`src/rtl/led_sweep_pkg.sv`:
```
// Shared types and constants for the LED sweep decoder: FSM state encoding,
// bus width and direction values.
package led_sweep_pkg;

   localparam int unsigned LED_W     = 8;
   localparam logic [2:0]  POS_MAX   = 3'd7;
   localparam logic        DIR_LEFT  = 1'b1;
   localparam logic        DIR_RIGHT = 1'b0;

   typedef enum logic [1:0] {
      IDLE  = 2'd0,
      ACQ   = 2'd1,
      TRACK = 2'd2
   } state_t;

endpackage : led_sweep_pkg

```
`src/rtl/onehot8_encode.sv`:
```
// Combinational one-hot checker and binary encoder for the 8-bit LED bus.
// The index is only meaningful when is_onehot is set.
module onehot8_encode
   import led_sweep_pkg::*;
(
   input  logic [LED_W-1:0] bus,
   output logic             is_onehot,
   output logic [2:0]       idx
);

   logic [3:0] ones;

   always_comb begin
      // NOTE: every variable gets a default first so no path can infer a latch.
      ones = 4'd0;
      idx  = 3'd0;
      for (int i = 0; i < LED_W; i++) begin
         if (bus[i]) begin
            ones = ones + 4'd1;
            idx  = idx | 3'(i);
         end
      end
      is_onehot = (ones == 4'd1);
   end

endmodule : onehot8_encode

```
`src/rtl/led_sweep_decoder.sv`:
```
// Monitors a bouncing one-hot LED bus: acquires lock, tracks position and
// direction, counts edge turnarounds and flags steps that break the sequence.
module led_sweep_decoder
   import led_sweep_pkg::*;
#(
   parameter int CNT_W = 8,
   parameter int ERR_W = 4
)
(
   input  logic             clk,
   input  logic             reset,
   input  logic             led_valid,
   input  logic [LED_W-1:0] led,
   output logic [2:0]       pos,
   output logic             dir,
   output logic             locked,
   output logic             err_pulse,
   output logic [ERR_W-1:0] err_cnt,
   output logic [CNT_W-1:0] bounce_cnt
);

   state_t           state;
   logic [LED_W-1:0] led_q;
   logic             is_onehot;
   logic [2:0]       idx;
   logic             adjacent;
   logic             step_ok;

   onehot8_encode u_enc (
      .bus       (led),
      .is_onehot (is_onehot),
      .idx       (idx)
   );

   // Widened compare so 7 and 0 are never treated as neighbours.
   assign adjacent = ({1'b0, idx} == ({1'b0, pos} + 4'd1)) ||
                     (({1'b0, idx} + 4'd1) == {1'b0, pos});

   assign step_ok = is_onehot &&
                    (((dir == DIR_LEFT)  && (pos != POS_MAX) && (idx == pos + 3'd1)) ||
                     ((dir == DIR_RIGHT) && (pos != 3'd0)    && (idx == pos - 3'd1)));

   // NOTE: all state uses non-blocking assignments so every register samples
   // the pre-edge values, independent of statement order.
   always_ff @(posedge clk) begin
      if (reset) begin
         state      <= IDLE;
         led_q      <= '0;
         pos        <= 3'd0;
         dir        <= DIR_LEFT;
         locked     <= 1'b0;
         err_pulse  <= 1'b0;
         err_cnt    <= '0;
         bounce_cnt <= '0;
      end else begin
         err_pulse <= 1'b0;
         // A repeat of the last accepted sample is a slow generator holding still.
         if (led_valid && (led != led_q)) begin
            case (state)
               IDLE: begin
                  if (is_onehot) begin
                     led_q <= led;
                     pos   <= idx;
                     state <= ACQ;
                  end
               end
               ACQ: begin
                  if (!is_onehot) begin
                     led_q <= '0;
                     state <= IDLE;
                  end else if (adjacent) begin
                     led_q  <= led;
                     pos    <= idx;
                     locked <= 1'b1;
                     state  <= TRACK;
                     if (idx == POS_MAX) begin
                        dir        <= DIR_RIGHT;
                        bounce_cnt <= bounce_cnt + 1'b1;
                     end else if (idx == 3'd0) begin
                        dir        <= DIR_LEFT;
                        bounce_cnt <= bounce_cnt + 1'b1;
                     end else begin
                        dir <= (idx > pos) ? DIR_LEFT : DIR_RIGHT;
                     end
                  end else begin
                     led_q <= led;
                     pos   <= idx;
                  end
               end
               TRACK: begin
                  if (step_ok) begin
                     led_q <= led;
                     pos   <= idx;
                     if ((dir == DIR_LEFT) && (idx == POS_MAX)) begin
                        dir        <= DIR_RIGHT;
                        bounce_cnt <= bounce_cnt + 1'b1;
                     end else if ((dir == DIR_RIGHT) && (idx == 3'd0)) begin
                        dir        <= DIR_LEFT;
                        bounce_cnt <= bounce_cnt + 1'b1;
                     end
                  end else begin
                     // Clearing led_q lets a held bad sample re-seed acquisition.
                     err_pulse <= 1'b1;
                     if (err_cnt != '1) err_cnt <= err_cnt + 1'b1;
                     locked    <= 1'b0;
                     led_q     <= '0;
                     state     <= IDLE;
                  end
               end
               default: begin
                  led_q <= '0;
                  state <= IDLE;
               end
            endcase
         end
      end
   end

endmodule : led_sweep_decoder
```
`config.mk`:
```
export PLATFORM = sky130hd
export DESIGN_NAME = led_sweep_decoder
export DESIGN_NICKNAME = d
export VERILOG_FILES = /design/src/rtl/led_sweep_pkg.sv /design/src/rtl/onehot8_encode.sv /design/src/rtl/led_sweep_decoder.sv
export SDC_FILE = /design/constraint.sdc
export NUM_CORES = 1
export LEC_CHECK = 0
export ABC_AREA = 1
export BUFFER_PORTS_ARGS = -buffer_cell sky130_fd_sc_hd__buf_2
export CORE_AREA = 2 2 64 90
export DETAILED_ROUTE_END_ITERATION = 16
export DIE_AREA = 0 0 66 92
export GPL_TIMING_DRIVEN = 0
export PLACE_DENSITY_LB_ADDON = 0.15
export SKIP_CTS_REPAIR_TIMING = 1
export SYNTH_ARGS = -nofsm -noshare
export SYNTH_HDL_FRONTEND = slang
export SYNTH_SLANG_ARGS = --single-unit
export TNS_END_PERCENT = 50
```
`constraint.sdc`:
```
create_clock -name clk -period 5.52 [get_ports clk]
set_input_delay 0.828 -clock clk [delete_from_list [all_inputs] [get_ports clk]]
set_output_delay 0.828 -clock clk [all_outputs]
set_load 0.01 [all_outputs]
```
* Word-level counts from Yosys, hierarchy flattened
Cells that the tools add are included.
** Storage, ports and cells
- Register bits :: 28
- Output and inout bits :: 18
- Logic and storage cells :: 119
** Cells by class
- Add/subtract/negate cells :: 13
- Order comparisons :: 1
- Equal/unequal tests :: 20
- Muxes and demuxes :: 49
- Bitwise gates (word level) :: 4
- Reduce and logical (&&, ||, !) cells :: 24
** Operators by type and width (number)
- 8-bit two-way mux :: 10
- 4-bit by 1-bit adder with 4-bit output (second input constant) :: 7
- 4-bit two-way mux :: 7
- 8-bit one-hot mux with 3 select lines :: 1
- 3-bit two-way mux :: 6
- 8-bit one-hot mux with 2 select lines :: 1
- 1-bit two-way mux :: 14
- 2-bit two-way mux :: 6
- 3-bit inequality test (second input constant) :: 4
- 4-bit AND reduction :: 3
- 2-bit inequality test (second input constant) :: 5
- 3-bit by 1-bit adder with 4-bit output (second input constant) :: 2
- 8-bit by 1-bit adder with 8-bit output (second input constant) :: 1
- 1-bit logical AND :: 8
- 8-bit inequality test :: 1
- 7-bit AND reduction :: 1
- 3-bit == test :: 2
- 2-bit one-hot mux with 3 select lines :: 1
- 3-bit one-hot mux with 2 select lines :: 1
- 6-bit AND reduction :: 1
- 5-bit AND reduction :: 1
- 3-bit by 4-bit == test with 1-bit output :: 1
- 4-bit by 1-bit == test with 1-bit output (second input constant) :: 1
- 4-bit by 3-bit == test with 1-bit output :: 1
- 19 further kinds :: 25

* Longest topological paths before layout
Gate-level depths: netlist of run 1.
- Depth after elaboration :: 19
- Depth in mapped cells :: 32

* By module
Synthesis of run 1 repeated with hierarchy kept, for this count alone.
** Unflattened totals
- Cell total of the unflattened synthesis :: 395
- Area total of the unflattened synthesis :: 2459.9 um^2
** By module, submodules not included
- led_sweep_decoder :: times used 1, cells each 296, area each 1926.8 um^2
- onehot8_encode :: times used 1, cells each 99, area each 533.0 um^2

* Worst setup path before layout of run 1
Ideal clock, no wire load.
- Kind :: input to register
- From :: input port led[1]
- To :: register bounce_cnt[7]
- Setup time :: 0.113 ns
- Data arrival time :: 4.639 ns
- Required time :: 5.407 ns
- Setup slack :: 0.768 ns
- Stages on the path :: 31
- Path buffers :: 1
- Cells stage by stage :: inv_1 -> ha_1 -> inv_1 -> nand2_1 -> nand2_1 -> ha_1 -> nand2_1 -> nand2_1 -> ha_1 -> or2_1 -> nand2_1 -> inv_1 -> ha_1 -> nand2_1 -> nand2_1 -> ha_1 -> or2_2 -> nand2_1 -> inv_1 -> ha_1 -> a21oi_1 -> nand2_1 -> nand2_1 -> nand3_1 -> nand2_2 -> nand2_2 -> nor2_4 -> buf_6 -> nand3_1 -> nand2_1 -> nor2_1
** Between the ends
- Longest elaborated chain between the ends :: 17
** Ends and longest elaborated chain
- start, declared :: line led_sweep_decoder.sv:13 : input logic [LED_W-1:0] led,
- 4-bit two-way mux :: line onehot8_encode.sv:18 : if (bus[i]) begin
- 4-bit by 1-bit adder with 4-bit output :: line onehot8_encode.sv:19 : ones = ones + 4'd1;
- 4-bit two-way mux :: line onehot8_encode.sv:18
- 4-bit by 1-bit adder with 4-bit output :: line onehot8_encode.sv:19
- 4-bit two-way mux :: line onehot8_encode.sv:18
- 4-bit by 1-bit adder with 4-bit output :: line onehot8_encode.sv:19
- 4-bit two-way mux :: line onehot8_encode.sv:18
- 4-bit by 1-bit adder with 4-bit output :: line onehot8_encode.sv:19
- 4-bit two-way mux :: line onehot8_encode.sv:18
- 4-bit by 1-bit adder with 4-bit output :: line onehot8_encode.sv:19
- 4-bit two-way mux :: line onehot8_encode.sv:18
- 4-bit by 1-bit adder with 4-bit output :: line onehot8_encode.sv:19
- 4-bit two-way mux :: line onehot8_encode.sv:18
- 4-bit by 1-bit == test with 1-bit output :: line onehot8_encode.sv:23 : is_onehot = (ones == 4'd1);
- 1-bit logical AND :: line led_sweep_decoder.sv:39 : assign step_ok = is_onehot &&
- 2-bit inequality test (no source line)
- 7-bit AND reduction (no source line)
- end signal, assigned :: line led_sweep_decoder.sv:78 : bounce_cnt <= bounce_cnt + 1'b1;
- end signal, assigned :: line led_sweep_decoder.sv:81 : bounce_cnt <= bounce_cnt + 1'b1;
- end signal, assigned :: line led_sweep_decoder.sv:96 : bounce_cnt <= bounce_cnt + 1'b1;
- end, declared :: line led_sweep_decoder.sv:19 : output logic [CNT_W-1:0] bounce_cnt
Several ways; a longest one is shown, not always the timed one. The select of a mux whose other input is x is not followed.
A chain may end at the register's enable or synchronous reset.

* Worst setup path after layout of run 1
Same ends and word-level chain as after synthesis.

==> impl_metrics.env, run 1 <==
export IMPL_place_ws_ns=0.103
export IMPL_layout_nets=406
export IMPL_diodes=0
export IMPL_critPathCaptureType="flop"
export IMPL_die_w_um=66
export IMPL_dr_total_vias=2232
export IMPL_clk_transition_reported_paths_ns=0.10
export IMPL_cts_tree="built"
export IMPL_slowest_stage="ha_1"
export IMPL_finalMaxSlewViolations=0
export IMPL_fp_dieH_um=92
export IMPL_min_delay_path_depth=2
export IMPL_critPathLaunchType="input port"
export IMPL_drc=0
export IMPL_ys_warn_count=0
export IMPL_cts_max_path_buffers=2
export IMPL_crit_type="input port to flop"
export IMPL_hp_start="locked$_SDFFE_PP0P_"
export IMPL_avgSynthCellArea_um2=6.56
export IMPL_outcome="complete, no violations"
export IMPL_mappedNetlistArea_mm2=0.00227
export IMPL_boundaryPins=29
export IMPL_cap_viol_max_count=0
export IMPL_ys_types=32
export IMPL_track_usage_pct=17.8
export IMPL_finalPower_mw=0.622
export IMPL_synth_nets=376
export IMPL_die_area_mm2=0.00607
export IMPL_hold_path_class="flop to flop"
export IMPL_clkSinkCount=28
export IMPL_hold_violations=0
export IMPL_drive_above_1_share_pct=17.9
export IMPL_worst_skew_pair_late_latency_ns=0.28
export IMPL_hold_end="locked$_SDFFE_PP0P_"
export IMPL_numCtsBuffers=3
export IMPL_wirelength_um=4980
export IMPL_antenna_found_initial=0
export IMPL_cts_max_level=1
export IMPL_vdd_drop_max_v=0.000104
export IMPL_cts_root_buf="clkbuf_8"
export IMPL_r2r_end="bounce_cnt[7]$_SDFFE_PP0P_"
export IMPL_finalClockSkew_ns=0.00985
export IMPL_final_antenna_net_count=0
export IMPL_ys_seq_elements=28
export IMPL_worst_slew_pin_slew_ns=0.436
export IMPL_power_density_mw_per_mm2=244
export IMPL_grt_max_degree=17
export IMPL_rsz0062_at_grt="false"
export IMPL_setup_violations=0
export IMPL_grt_pass1_wl_um=8740
export IMPL_required_ns=5.70
export IMPL_yosysSeqAreaShare_pct=24.7
export IMPL_wl_per_cell_um=11.2
export IMPL_io_buffers=25
export IMPL_post_route_period_util_pct=91.5
export IMPL_cp_slowest_stage_delay_ns=0.34
export IMPL_worstPathArrival_ns=5.23
export IMPL_worst_slack_ns=0.471
export IMPL_reg2reg_depth=14
export IMPL_hpwl_um=4110
export IMPL_overflow=0
export IMPL_power_leakage_nw=1.33
export IMPL_path_common_cell="nand2_1"
export IMPL_fin_crit_ns=5.05
export IMPL_gp_congestion=0.775
export IMPL_rows=32
export IMPL_cp_max_fo=10
export IMPL_dr_first_iter_drc_count=82
export IMPL_coreArea_mm2=0.00537
export IMPL_r2r_slack_ns=3.15
export IMPL_maxSlewHeadroom_pct=71.0
export IMPL_syn_inst=346
export IMPL_drtPass1Iterations=4
export IMPL_initial_utilization_pct=42.3
export IMPL_grt_pass1_vias=2052
export IMPL_fmax_ghz=0.198
export IMPL_syn_to_final_growth_pct=12.5
export IMPL_r2r_start="pos[0]$_SDFFE_PP0P_"
export IMPL_vias_per_cell=5.04
export IMPL_fin_tns_setup_ns=0
-- placed cells by master, fill, tap and decap left out --
cell type,synthesis,routed
nor3_1,2,2
nor2_2,0,1
nor2_1,29,28
inv_2,4,4
clkbuf_1,2,2
o21ai_0,13,13
nand4_1,6,6
nand3_2,4,4
nand2_2,12,12
or2_1,1,1
or2_2,3,3
nor2_4,2,2
bufinv_16,0,1
o21a_1,1,1
a21oi_2,5,5
o2111ai_1,1,1
buf_6,2,2
inv_1,40,40
a21oi_1,26,26
nand3_4,1,1
nand3_1,33,33
a211oi_1,1,1
xor2_1,9,9
nor4_1,1,1
inv_4,1,1
nor3b_1,1,1
o31ai_2,1,1
o21ai_1,1,1
dfxtp_1,28,28
xnor2_1,4,4
nand2_1,89,89
ha_1,19,19
nand3b_1,2,2
clkbuf_8,0,3
buf_2,2,27
-- power by group --
| group | leakage [nW] | total [mW] | internal, mW | switching, mW |
|---|---|---|---|---|
| registers | 0.227 | 0.230 | 0.217 | 0.0132 |
| logic | 1.06 | 0.225 | 0.0812 | 0.144 |
| clock network | 0.0357 | 0.167 | 0.0972 | 0.0693 |
-- layout make-up --
| cell class | instances | area, µm² |
|---|---|---|
| fillers | 611 | 2810 |
| multi-input cells | 267 | 1500 |
| flip-flops and latches | 28 | 561 |
| inverters | 45 | 171 |
| repair buffers | 25 | 125 |
| well taps | 68 | 85.1 |
| clock buffers | 3 | 41.3 |
| plain buffers | 6 | 40.0 |
| clock inverters | 1 | 30.0 |
-- synth_stat cells (all sizes together) --
cell type | n | area [µm²]
nand2 | 101 | 409
inv | 45 | 171
nand3 | 38 | 223
a21oi | 31 | 174
nor2 | 31 | 131
dfxtp | 28 | 561
ha | 19 | 238
o21ai | 14 | 70.1
xor2 | 9 | 78.8
nand4 | 6 | 37.5
buf | 4 | 32.5
or2 | 4 | 25.0
xnor2 | 4 | 35.0
clkbuf | 2 | 7.51
nand3b | 2 | 15.0
nor3 | 2 | 10.0
a211oi | 1 | 7.51
nor3b | 1 | 7.51
nor4 | 1 | 6.26
o2111ai | 1 | 8.76
o21a | 1 | 7.51
o31ai | 1 | 12.5
-- registers in the layout, summed over array words and instances (netlist names) --
name	flops
state	2
pos	3
err_pulse	1
led_q	8
dir	1
bounce_cnt	8
err_cnt	4
locked	1
-- how the worst max path moves through the flow --
stage,from,to
after floorplan,led[1],bounce_cnt[7]$_SDFFE_PP0P_
after detailed placement,led[1],err_cnt[2]$_SDFFE_PP0P_
after global routing,led[1],bounce_cnt[2]$_SDFFE_PP0P_
final,led[1],bounce_cnt[7]$_SDFFE_PP0P_
after CTS,led[1],err_cnt[2]$_SDFFE_PP0P_
after global placement,led[1],err_cnt[1]$_SDFFE_PP0P_
-- critical path: cells and delay by family --
family / cells / cell delay (ns)
AOI/OAI and AO/OA: 1 / 0.12
buffers and inverters: 6 / 0.55
adders and majority gates: 6 / 1.66
and+or+nand+nor: 19 / 2.04
-- routing by layer --
layer | part of all wire, % | track usage [%]
met4 | 1.5 | 5.10
met3 | 1.7 | 1.60
met5 | 0 | 0
met2 | 52 | 33.9
met1 | 45 | 20.5
-- per-stage QoR --
stage	cell area (µm²)	utilization, %	hold slack, ns	std cells
2_1_floorplan	2270	-	0.457	346
3_3_place_gp	2480	46.2	0.464	439
3_5_place_dp	2480	46.2	0.471	439
4_1_cts	2550	47.5	0.486	443
5_1_grt	2550	47.6	0.504	443
6_report	2550	47.6	0.482	443
-- cell families (layout without fill, tap and decap cells) --
family / count (synthesis) / in the layout / share of synthesized area (%)
xor+xnor: 13 / 13 / 5.02
simple gates: 186 / 186 / 38.1
buf+inv: 51 / 80 / 9.32
flops: 28 / 28 / 24.7
compound gates: 49 / 49 / 12.4
fa+ha+maj: 19 / 19 / 10.5
(Power assumes the default switching activity.)
==> run 2, diff against run 1 <==
--- a/config.mk
+++ b/config.mk
@@ -11,7 +11,7 @@
 export DETAILED_ROUTE_END_ITERATION = 16
 export DIE_AREA = 0 0 66 92
 export GPL_TIMING_DRIVEN = 0
-export PLACE_DENSITY_LB_ADDON = 0.15
+export PLACE_DENSITY_LB_ADDON = 0.12
 export SKIP_CTS_REPAIR_TIMING = 1
 export SYNTH_ARGS = -nofsm -noshare
 export SYNTH_HDL_FRONTEND = slang
==> run 2 against run 1 <==
  * Power is 5.6% lower
  * Worst setup slack better by 0.0035 ns
  * Flip-flop and latch count stayed put
  * Clock skew is 0.0025 ns higher
  * Wire length is 2.3% higher
  * Via count is 1.4% lower
  * Count of clock-buffer cells in the layout is 1 higher
  * Critical path type unchanged
  * Highest routed layer unchanged
==> impl_metrics.env, run 2 (same netlist as run 1, synthesis figures left out) <==
export IMPL_wirelength_um=5090
export IMPL_initial_utilization_pct=42.3
export IMPL_dr_first_iter_drc_count=101
export IMPL_wl_per_cell_um=11.5
export IMPL_io_buffers=25
export IMPL_power_density_mw_per_mm2=231
export IMPL_cts_max_path_buffers=2
export IMPL_cap_viol_max_count=0
export IMPL_critPathCaptureType="flop"
export IMPL_grt_pass1_wl_um=9040
export IMPL_final_cell_mix="88 x nand2_1, 40 x inv_1, 33 x nand3_1"
export IMPL_cp_max_fo=10
export IMPL_worst_slew_pin_slew_ns=0.467
export IMPL_fin_area_mm2=0.00254
export IMPL_dr_total_vias=2200
export IMPL_coreArea_mm2=0.00537
export IMPL_cts_max_level=1
export IMPL_die_w_um=66
export IMPL_post_route_period_util_pct=91.4
export IMPL_fp_dieH_um=92
export IMPL_hold_ws_ns=0.482
export IMPL_syn_to_final_growth_pct=11.9
export IMPL_drtPass1Iterations=6
export IMPL_antenna_found_initial=0
export IMPL_hpwl_um=4140
export IMPL_overflow=0
export IMPL_place_area_mm2=0.00248
export IMPL_maxSlewHeadroom_pct=68.8
export IMPL_hold_path_class="flop to flop"
export IMPL_crit_type="input port to flop"
export IMPL_dp_cells=439
export IMPL_clkSinkCount=28
export IMPL_track_usage_pct=18.4
export IMPL_worst_skew_pair_late_latency_ns=0.28
export IMPL_rsz0062_at_grt="false"
export IMPL_boundaryPins=29
export IMPL_top_regs="bounce_cnt x8, led_q x8, err_cnt x4"
export IMPL_slowest_stage="ha_1"
export IMPL_finalClockSkew_ns=0.0123
export IMPL_rows=32
export IMPL_stdcell_count=443
export IMPL_critPathLaunchType="input port"
export IMPL_drive_above_1_share_pct=18.1
export IMPL_die_area_mm2=0.00607
export IMPL_cts_root_buf="clkbuf_8"
export IMPL_path_common_cell="nand2_1"
export IMPL_layout_nets=406
export IMPL_finalPower_mw=0.587
export IMPL_diodes=0
export IMPL_vdd_drop_max_v=0.000120
export IMPL_gp_congestion=0.800
export IMPL_clk_transition_reported_paths_ns=0.09
export IMPL_drc=0
export IMPL_numCtsBuffers=3
export IMPL_final_antenna_net_count=0
export IMPL_grt_pass1_vias=2075
export IMPL_vias_per_cell=4.97
export IMPL_power_leakage_nw=1.32
export IMPL_nFillCells=600
export IMPL_layout_commonest_cell="nand2_1"
export IMPL_finalMaxSlewViolations=0
export IMPL_cp_slowest_stage_delay_ns=0.34
export IMPL_required_ns=5.69
export IMPL_outcome="complete, no violations"
export IMPL_fin_tns_setup_ns=0
export IMPL_cts_tree="built"
export IMPL_setup_violations=0
export IMPL_fin_crit_ns=5.05
export IMPL_grt_max_degree=16
export IMPL_fmax_ghz=0.198
export IMPL_hold_violations=0
export IMPL_worstPathArrival_ns=5.22
[run 2: cell type report]
| type | instances | area [µm²] | area share, % |
|---|---|---|---|
| clock buffers | 4 | 55.1 | 2.17 |
| plain buffers | 6 | 40.0 | 1.58 |
| flip-flops and latches | 28 | 561 | 22.1 |
| inverters | 45 | 171 | 6.75 |
| repair buffers | 25 | 125 | 4.93 |
| multi-input cells | 267 | 1500 | 59.1 |
| well taps | 68 | 85.1 | 3.35 |
[run 2: where the power goes]
group | total (mW) | switching, mW | internal [mW]
Combinational | 0.227 | 0.145 | 0.0816
Clock | 0.130 | 0.0661 | 0.0638
Sequential | 0.230 | 0.0132 | 0.217
[run 2: metrics by stage]
step | setup slack [ns] | utilization, %
floorplan | 0.768 | -
global placement | 0.162 | 46.2
detailed placement | 0.126 | 46.2
CTS | 0.416 | 47.2
global route | 0.0333 | 47.3
finish | 0.475 | 47.3
[run 2: worst paths after layout]
check	from	end	slack [ns]	cells after the start
worst max register to register	pos[0]$_SDFFE_PP0P_	bounce_cnt[7]$_SDFFE_PP0P_	3.11	14
worst max-delay path	led[1]	bounce_cnt[7]$_SDFFE_PP0P_	0.47	32
worst min register to register	led_q[3]$_SDFFE_PP0P_	led_q[3]$_SDFFE_PP0P_	0.48	2
worst min-delay path	led_q[3]$_SDFFE_PP0P_	led_q[3]$_SDFFE_PP0P_	0.48	2
[run 2: critical path: cells and delay by family]
family | cells | cell delay, ns
adders and majority gates | 6 | 1.68
and+or+nand+nor | 19 | 2.03
AOI/OAI and AO/OA | 1 | 0.12
buffers and inverters | 6 | 0.55
[run 2: routing by layer]
metal  vias to the layer above  part of all wire, %  GRT usage, %
met2                        22                   52          33.5
met3                         4                  1.8          1.47
met5                         -                    0             0
met4                         0                  1.4          4.93
li1                       1184                    -             -
met1                       990                   45          22.7
